`src/rtl/match_score_scheduler_pkg.sv`:
```
// rtl/match_score_scheduler_pkg.sv - shared defaults and FSM encoding for the match score scheduler
package match_score_scheduler_pkg;
  localparam int NUM_CH_DEF  = 4;
  localparam int SCORE_W_DEF = 8;
  localparam int THRESH_DEF  = 10;

  localparam logic [1:0] ST_IDLE  = 2'd0;
  localparam logic [1:0] ST_SERVE = 2'd1;
  localparam logic [1:0] ST_CLEAR = 2'd2;
endpackage

```
`src/rtl/match_score_scheduler_rr_pick.sv`:
```
// rtl/match_score_scheduler_rr_pick.sv - combinational round-robin picker
// Winner is the first set Pending bit found searching upward from Ptr, wrapping.
module rr_pick
  import match_score_scheduler_pkg::*;
#(
  parameter int NUM_CH = NUM_CH_DEF,
  parameter int PTR_W  = $clog2(NUM_CH)
) (
  input  logic [NUM_CH-1:0] Pending,
  input  logic [PTR_W-1:0]  Ptr,
  output logic [NUM_CH-1:0] Winner,
  output logic              Any
);
  logic [PTR_W-1:0] idx;

  always_comb begin
    Winner = '0;
    Any    = 1'b0;
    idx    = '0;
    for (int i = 0; i < NUM_CH; i++) begin
      idx = PTR_W'((int'(Ptr) + i) % NUM_CH);
      if (!Any && Pending[idx]) begin
        Any         = 1'b1;
        Winner[idx] = 1'b1;
      end
    end
  end
endmodule

```
`src/rtl/match_score_scheduler.sv`:
```
// rtl/match_score_scheduler.sv - round-robin match scheduler with saturating score
// Pending match pulses are granted one channel per cycle; each grant adds one to Score.
module match_score_scheduler
  import match_score_scheduler_pkg::*;
#(
  parameter int NUM_CH  = NUM_CH_DEF,
  parameter int SCORE_W = SCORE_W_DEF,
  parameter int THRESH  = THRESH_DEF
) (
  input  logic               Clk,
  input  logic               Rst,
  input  logic [NUM_CH-1:0]  Match_Pulse,
  input  logic               Clear,
  output logic [NUM_CH-1:0]  Grant,
  output logic               Grant_Valid,
  output logic [SCORE_W-1:0] Score,
  output logic               Hit,
  output logic               Overflow_Err
);
  localparam int PTR_W = $clog2(NUM_CH);
  localparam logic [SCORE_W-1:0] SCORE_MAX = '1;

  logic [1:0]         state_q, state_d;
  logic [NUM_CH-1:0]  pending_q, pending_d;
  logic [NUM_CH-1:0]  grant_q, grant_d;
  logic               grant_valid_q, grant_valid_d;
  logic [PTR_W-1:0]   ptr_q, ptr_d;
  logic [SCORE_W-1:0] score_q, score_d;
  logic               hit_q, hit_d;
  logic               ovf_q, ovf_d;

  logic [PTR_W-1:0]   ptr_after;
  logic [PTR_W-1:0]   pick_ptr;
  logic [NUM_CH-1:0]  pick_req;
  logic [NUM_CH-1:0]  pick_winner;
  logic               pick_any;

  // Pointer value that follows the channel being granted this cycle.
  always_comb begin
    ptr_after = '0;
    for (int i = 0; i < NUM_CH; i++) begin
      if (grant_q[i]) ptr_after = (i == NUM_CH - 1) ? '0 : PTR_W'(i + 1);
    end
  end

  // While serving, the next winner may come from pulses landing this cycle.
  always_comb begin
    if (state_q == ST_SERVE) begin
      pick_req = (pending_q | Match_Pulse) & ~grant_q;
      pick_ptr = ptr_after;
    end else begin
      pick_req = pending_q;
      pick_ptr = ptr_q;
    end
  end

  rr_pick #(
    .NUM_CH (NUM_CH),
    .PTR_W  (PTR_W)
  ) u_rr_pick (
    .Pending (pick_req),
    .Ptr     (pick_ptr),
    .Winner  (pick_winner),
    .Any     (pick_any)
  );

  always_comb begin
    state_d   = state_q;
    pending_d = pending_q;
    ptr_d     = ptr_q;
    score_d   = score_q;
    ovf_d     = ovf_q;
    grant_d   = '0;
    if (state_q == ST_CLEAR) begin
      pending_d = '0;
      ptr_d     = '0;
      score_d   = '0;
      ovf_d     = 1'b0;
      state_d   = Clear ? ST_CLEAR : ST_IDLE;
    end else if (Clear) begin
      state_d = ST_CLEAR;
    end else begin
      pending_d = (pending_q & ~grant_q) | Match_Pulse;
      if (|(Match_Pulse & pending_q & ~grant_q)) ovf_d = 1'b1;
      if (state_q == ST_SERVE) begin
        ptr_d = ptr_after;
        if (score_q != SCORE_MAX) score_d = score_q + 1'b1;
      end
      if (pick_any) begin
        grant_d = pick_winner;
        state_d = ST_SERVE;
      end else begin
        state_d = ST_IDLE;
      end
    end
    grant_valid_d = |grant_d;
    hit_d         = (state_q != ST_CLEAR) && (32'(score_d) >= 32'(THRESH));
  end

  always_ff @(posedge Clk or posedge Rst) begin
    if (Rst) begin
      state_q       <= ST_IDLE;
      pending_q     <= '0;
      grant_q       <= '0;
      grant_valid_q <= 1'b0;
      ptr_q         <= '0;
      score_q       <= '0;
      hit_q         <= 1'b0;
      ovf_q         <= 1'b0;
    end else begin
      state_q       <= state_d;
      pending_q     <= pending_d;
      grant_q       <= grant_d;
      grant_valid_q <= grant_valid_d;
      ptr_q         <= ptr_d;
      score_q       <= score_d;
      hit_q         <= hit_d;
      ovf_q         <= ovf_d;
    end
  end

  assign Grant        = grant_q;
  assign Grant_Valid  = grant_valid_q;
  assign Score        = score_q;
  assign Hit          = hit_q;
  assign Overflow_Err = ovf_q;
endmodule

```
`config.mk`:
```
export PLATFORM = sky130hd
export DESIGN_NAME = match_score_scheduler
export DESIGN_NICKNAME = d
export VERILOG_FILES = /design/src/rtl/match_score_scheduler_pkg.sv /design/src/rtl/match_score_scheduler_rr_pick.sv /design/src/rtl/match_score_scheduler.sv
export SDC_FILE = /design/constraint.sdc
export NUM_CORES = 1
export LEC_CHECK = 0
export BUFFER_PORTS_ARGS = -buffer_cell sky130_fd_sc_hd__buf_2
export CORE_ASPECT_RATIO = 0.9
export CORE_UTILIZATION = 40
export CTS_BUF_LIST = sky130_fd_sc_hd__clkbuf_4 sky130_fd_sc_hd__clkbuf_8
export CTS_CLUSTER_DIAMETER = 120
export DETAILED_ROUTE_END_ITERATION = 16
export SETUP_SLACK_MARGIN = 0.5
export SLEW_MARGIN = 10
export SYNTH_ARGS = -nofsm -noshare
export SYNTH_HDL_FRONTEND = slang
export SYNTH_HIERARCHICAL = 1
export SYNTH_SLANG_ARGS = --single-unit
```
`constraint.sdc`:
```
create_clock -name Clk -period 5.6 [get_ports Clk]
set_input_delay 0.28 -clock Clk [delete_from_list [all_inputs] [get_ports Clk]]
set_output_delay 0.28 -clock Clk [all_outputs]
set_load 0.01 [all_outputs]
```
==> results.ini, run 1 <==
[status]
outcome = completed

[grt]
met3_usage_pct = 3.52
gr-usage-met2_pct = 30.4
grt_pass1_wl_mm = 6.82
top_usage_layer = met2
gr-total-overflow = 0
grtUsageMet1_pct = 27.4
grt_use_total_pct = 18.9
grt_max_degree = 24
antenna_found_initial = 0
grt_pass1_vias = 1447

[floorplan]
die_w_um = 69.9
rows = 21
coreArea_um2 = 3840
start_util_pct = 43.2
die_area_um2 = 4410
die_y_um = 63.1
ios = 22

[worst_setup_path]
path_class = reg -> reg
ff2ff_setup_slack_ns = 2.10
setup.worst_path.start = state_q[1]
critPathLaunchType = flop
r2r_start = state_q[1]
worst_r2r_path_depth = 11
crit_path_end_kind = flop
critical_path_required_ns = 5.74
crit_arrival_ns = 3.64
cp_max_fo = 22
r2r_end = Grant_Valid

[drt]
drt_wl_total_mm = 3.87
wl_per_cell_um = 15.4
ant_nets = 0
drt-initial-drc-count = 132
vias = 1492
drc_errors = 0
vias_per_cell = 5.94
drt_first_pass_iters = 4

[clock_network]
clk_latency_ns = 0.26
numCtsBuffers = 3
htree_levels = 1
cts-hold-fix-buffers = 0
clockBufferDepth = 2
cts.sinks = 23
cts-resized-gates = 0
cts_root_buf = clkbuf_8
path_clk_slew_ns = 0.08
cts_tree = built
post-cts-setup-buffers = 0

[final_layout]
fillCellCount = 366
nets = 220
n_antenna_cell = 0
final_cells = 251
areaGrowthSynthToFinish_pct = 11.8
multi_input_area_um2 = 1000
regArea_um2 = 576
layout-drive-gt1-share_pct = 19.5

[placed_design]
hpwl_mm = 2.86
portBuffers = 21
routabilityCongestion = 0.826
place_inst = 247

[yosys]
synth_top_area_share_pct = 34.7
synth_seq_cells = 23
async_flop_share_pct = 100
synth_cell_type_count = 51
syn_area_per_cell_um2 = 8.96
ys.flop_type = dfrtp_1
yosysSeqAreaShare_pct = 34.7
yosys_warnings = 6
yosys-top-cells-area = dfrtp_1, mux2i_1, ha_1
syn_area_um2 = 1660
synth_fp_nets = 199
synth_edf_count = 0
synthCells = 185
yosysTopAreaCell = dfrtp_1

[sta]
finalMaxSlewViolations = 0
worst_pin_slew_ns = 0.888
fmaxAchievable_mhz = 285
setup_viol_count_final = 0
slew-limit-headroom_pct = 40.7
finalHoldViolations = 0
finalCritPeriodShare_pct = 62.6
rsz0062_at_grt = false
setup-tns-final_ns = 0
fin_crit_ns = 3.50
clock_skew_ns = 0.00512
fin_hold_ws_ns = 0.189

[worst_hold_path]
hp-class = in -> async

[pwr]
vdd_drop_max_v = 0.000106
leakage_nw = 0.829
p_per_area_nw_per_um2 = 245

[flow_run]
max_cap_viol_count = 0

placed cells by master (no fill, tap or decap), drive strengths merged, types with 2 or more instances in the layout:
master	netlist	layout
buf	4	24
dfrtp	23	23
nor2	17	17
nand2	15	15
a21oi	15	15
inv	12	12
mux2i	10	10
ha	7	7
nand3	7	7
o21ai	6	6
o22ai	6	6
nand2b	5	5
a31oi	4	4
and2	4	4
o2bb2ai	4	4
clkbuf	4	4
nand4	3	3
mux2	3	3
nor2b	2	2
and3	2	2
or4	2	2
a211oi	2	2
a31o	2	2
a221oi	2	2
o31ai	2	2
routing by layer:
metal	part of all wire, %	vias to the layer above
met1	50	727
met2	44	45
met3	5.0	3
met5	0	-
li1	-	717
met4	0.16	0
worst max path at each step:
stage	to	slack, ns
after global placement	Grant_Valid	2.29
after CTS	Grant_Valid	2.12
after global routing	Grant_Valid	1.88
final	Grant_Valid	2.10
after floorplan	Grant_Valid	2.08
after detailed placement	Grant_Valid	2.13
metrics by stage:
step | cell area (um^2) | util, % | total power [mW] | setup WS, ns
2_1_floorplan | 1660 | - | 0.308 | 2.08
5_1_grt | 1850 | 48.3 | 0.487 | 1.88
6_report | 1850 | 48.3 | 0.455 | 2.10
4_1_cts | 1850 | 48.3 | 0.456 | 2.12
3_3_place_gp | 1810 | 47.1 | 0.343 | 2.29
3_5_place_dp | 1810 | 47.1 | 0.346 | 2.13
synthesized netlist by cell type, types with 2 or more instances:
library cell / n
a221oi_2: 2
nand2b_1: 5
o2bb2ai_1: 4
a211oi_1: 2
and3_1: 2
nand4_1: 3
or4_1: 2
nand2_1: 15
a21oi_1: 15
mux2i_1: 10
a31o_1: 2
nor2b_1: 2
ha_1: 7
o21ai_0: 6
a31oi_1: 4
inv_1: 11
nand3_1: 6
and2_1: 4
clkbuf_1: 3
o22ai_1: 6
buf_2: 3
dfrtp_1: 23
nor2_1: 17
o31ai_1: 2
mux2_2: 3
power breakdown:
| group | internal [mW] | switching [mW] |
|---|---|---|
| Sequential | 0.181 | 0.0147 |
| Combinational | 0.0608 | 0.0890 |
| Clock | 0.0556 | 0.0538 |
| Total | 0.297 | 0.158 |
registers in the layout, summed over array words and instances, names as in the netlist:
register      count
Grant             4
Grant_Valid       1
Hit               1
Overflow_Err      1
Score             8
pending_q         4
ptr_q             2
state_q           2
kinds of logic after synthesis:
logic type               count (synthesis)  share of synthesized area [%]
AO/OA/AOI/OAI                           52                           22.2
XOR/XNOR                                 1                          0.528
adder cells (fa/ha/maj)                  7                           5.28
buffers and inverters                   20                           5.28
flip-flops                              23                           34.7
multiplexers                            14                           9.43
AND/OR/NAND/NOR                         68                           22.6
final cells by class:
| class | instances | share of cell area (%) |
|---|---|---|
| sequential | 23 | 31.0 |
| multi-input combinational | 142 | 53.9 |
| clock buffer | 4 | 2.63 |
| inverter | 12 | 2.43 |
| timing repair buffer | 24 | 6.88 |
| tap | 46 | 3.10 |
worst max-delay path, stage by stage, from the launching register on:
cell,delay (ns)
dfrtp_1,0.47
or2b_1,0.30
o31ai_2,0.23
buf_4,0.27
inv_1,0.13
ha_1,0.39
mux2i_1,0.20
mux2_2,0.37
a211oi_1,0.25
o2bb2ai_1,0.10
and2_1,0.15
or4_1,0.51
(Power assumes the default switching activity.)
==> run 2: changes to the inputs <==
==> constraint.sdc (replaced) <==
create_clock -name Clk -period 3.45 [get_ports Clk]
set_input_delay 0.1725 -clock Clk [delete_from_list [all_inputs] [get_ports Clk]]
set_output_delay 0.1725 -clock Clk [all_outputs]
set_load 0.01 [all_outputs]
==> run 2 against run 1 <==
Effect of this change: register-to-register slack worse by 1.6 ns; maximum frequency up 19%; combinational power up 100%; worst setup slack worse by 1.6 ns; clock-buffer cell count down 1; utilization up 4.5 points; clock skew down 0.0025 ns; critical endpoint unchanged; largest cell class unchanged.
==> results.ini, run 2 (same netlist as run 1, synthesis figures left out) <==
[status]
outcome = completed

[sta]
fin_hold_ws_ns = 0.0806
setup-tns-final_ns = 0
rsz0062_at_grt = true
finalMaxSlewViolations = 0
finalHoldViolations = 0
finalCritPeriodShare_pct = 85.3
worst_pin_slew_ns = 0.883
setup_viol_count_final = 0
clock_skew_ns = 0.00260
fmaxAchievable_mhz = 340
slew-limit-headroom_pct = 41.1
fin_crit_ns = 2.94

[grt]
antenna_found_initial = 0
grt_max_degree = 24
grt_pass1_vias = 1443
gr-total-overflow = 0
grt_pass1_wl_mm = 6.76
grt_use_total_pct = 19.0

[worst_setup_path]
ff2ff_setup_slack_ns = 0.51
crit_family = simple AND/OR/NAND/NOR gates
path_class = reg -> reg
worst_r2r_path_depth = 10
cp_slowest_cell = or4_1
path_buf_inv = 1
crit_arrival_ns = 3.09
max_stage_delay_ns = 0.49
cp_max_fo = 4
r2r_start = state_q[1]
critPathLaunchType = flop
critical_path_required_ns = 3.59
r2r_end = Grant_Valid
crit_path_end_kind = flop
path_cells = or2b_4 > o31ai_4 > inv_2 > ha_4 > mux2i_4 > mux2_4 > a211oi_2 > o2bb2ai_1 > and2_1 > or4_1

[drt]
vias = 1540
vias_per_cell = 5.83
drt_first_pass_iters = 4
wl_per_cell_um = 15.9
drc_errors = 0
drt_wl_total_mm = 4.20
drt-initial-drc-count = 145
ant_nets = 0

[floorplan]
die_w_um = 69.9
start_util_pct = 43.2
die_y_um = 63.1
rows = 21
coreArea_um2 = 3840
die_area_um2 = 4410
ios = 22

[final_layout]
n_antenna_cell = 0
stdcell_area_um2 = 2030
areaGrowthSynthToFinish_pct = 22.3
layout-drive-gt1-share_pct = 29.4
nets = 233
final_cells = 264
final_cell_mix = dfrtp_1, buf_2, nor2_1
largest_register_ffs = 8
mostFrequentLayoutCell = dfrtp_1

[pwr]
finalPower_mw = 0.794
p_per_area_nw_per_um2 = 391
leakage_nw = 0.913
vdd_drop_max_v = 0.000188

[clock_network]
cts.sinks = 23
path_clk_slew_ns = 0.08
clockBufferDepth = 2
numCtsBuffers = 3
htree_levels = 1
clk_latency_ns = 0.27
cts_root_buf = clkbuf_8
cts_tree = built

[placed_design]
hpwl_mm = 3.05
place_inst = 251
placed_area_um2 = 1900
portBuffers = 21
routabilityCongestion = 0.926

[worst_hold_path]
hp-class = in -> async

[flow_run]
max_cap_viol_count = 0

[run 2: per-layer routing]
layer,part of all wire (%),track usage (%)
met1,48,26.6
met2,45,30.2
met3,5.7,4.32
met4,0.60,3.25
met5,0,0
[run 2: area by class of cell]
cell class / instances / area, um^2
Inverter: 12 / 45.0
Sequential cell: 23 / 577
Clock buffer: 3 / 41.3
Timing Repair Buffer: 37 / 225
Multi-Input combinational cell: 142 / 1080
Fill cell: 352 / 1810
Clock inverter: 1 / 5.00
Tap cell: 46 / 57.6
[run 2: where the power goes]
part	internal, mW	switching, mW
registers	0.293	0.0230
clock network	0.0807	0.0897
logic	0.135	0.172
[run 2: what timing repair did]
action / 4_1_cts / 5_1_grt
resized for setup: 1 / 3
hold buffers: 0 / 0
endpoints found under the hold margin: 0 / 0
endpoints found under the setup margin: 1 / 1
pin swaps: 1 / 4
buffers inserted: 5 / 4
[run 2: worst register-to-register path, stage by stage, from the launching register on]
cell and delay [ns]:
dfrtp_2 0.42, or2b_4 0.29, o31ai_4 0.26, inv_2 0.10, ha_4 0.28, mux2i_4 0.20
mux2_4 0.33, a211oi_2 0.24, o2bb2ai_1 0.08, and2_1 0.15, or4_1 0.49
[run 2: worst max-delay path by stage]
stage | endpoint | cells past startpoint | start | slack, ns
finish | Grant_Valid | 10 | state_q[1] | 0.51
global route | Grant_Valid | 10 | state_q[1] | 0.42
detailed placement | Grant_Valid | 10 | state_q[1] | 0.39
floorplan | Grant_Valid | 11 | state_q[1] | 0.45
global placement | Grant_Valid | 10 | state_q[1] | 0.51
CTS | Grant_Valid | 9 | state_q[1] | 0.49
[run 2: stage by stage]
step | utilization [%] | setup slack (ns)
after global placement | 49.4 | 0.514
final | 52.8 | 0.505
after global routing | 52.8 | 0.418
after CTS | 51.6 | 0.491
after floorplan | - | 0.453
after detailed placement | 49.4 | 0.391
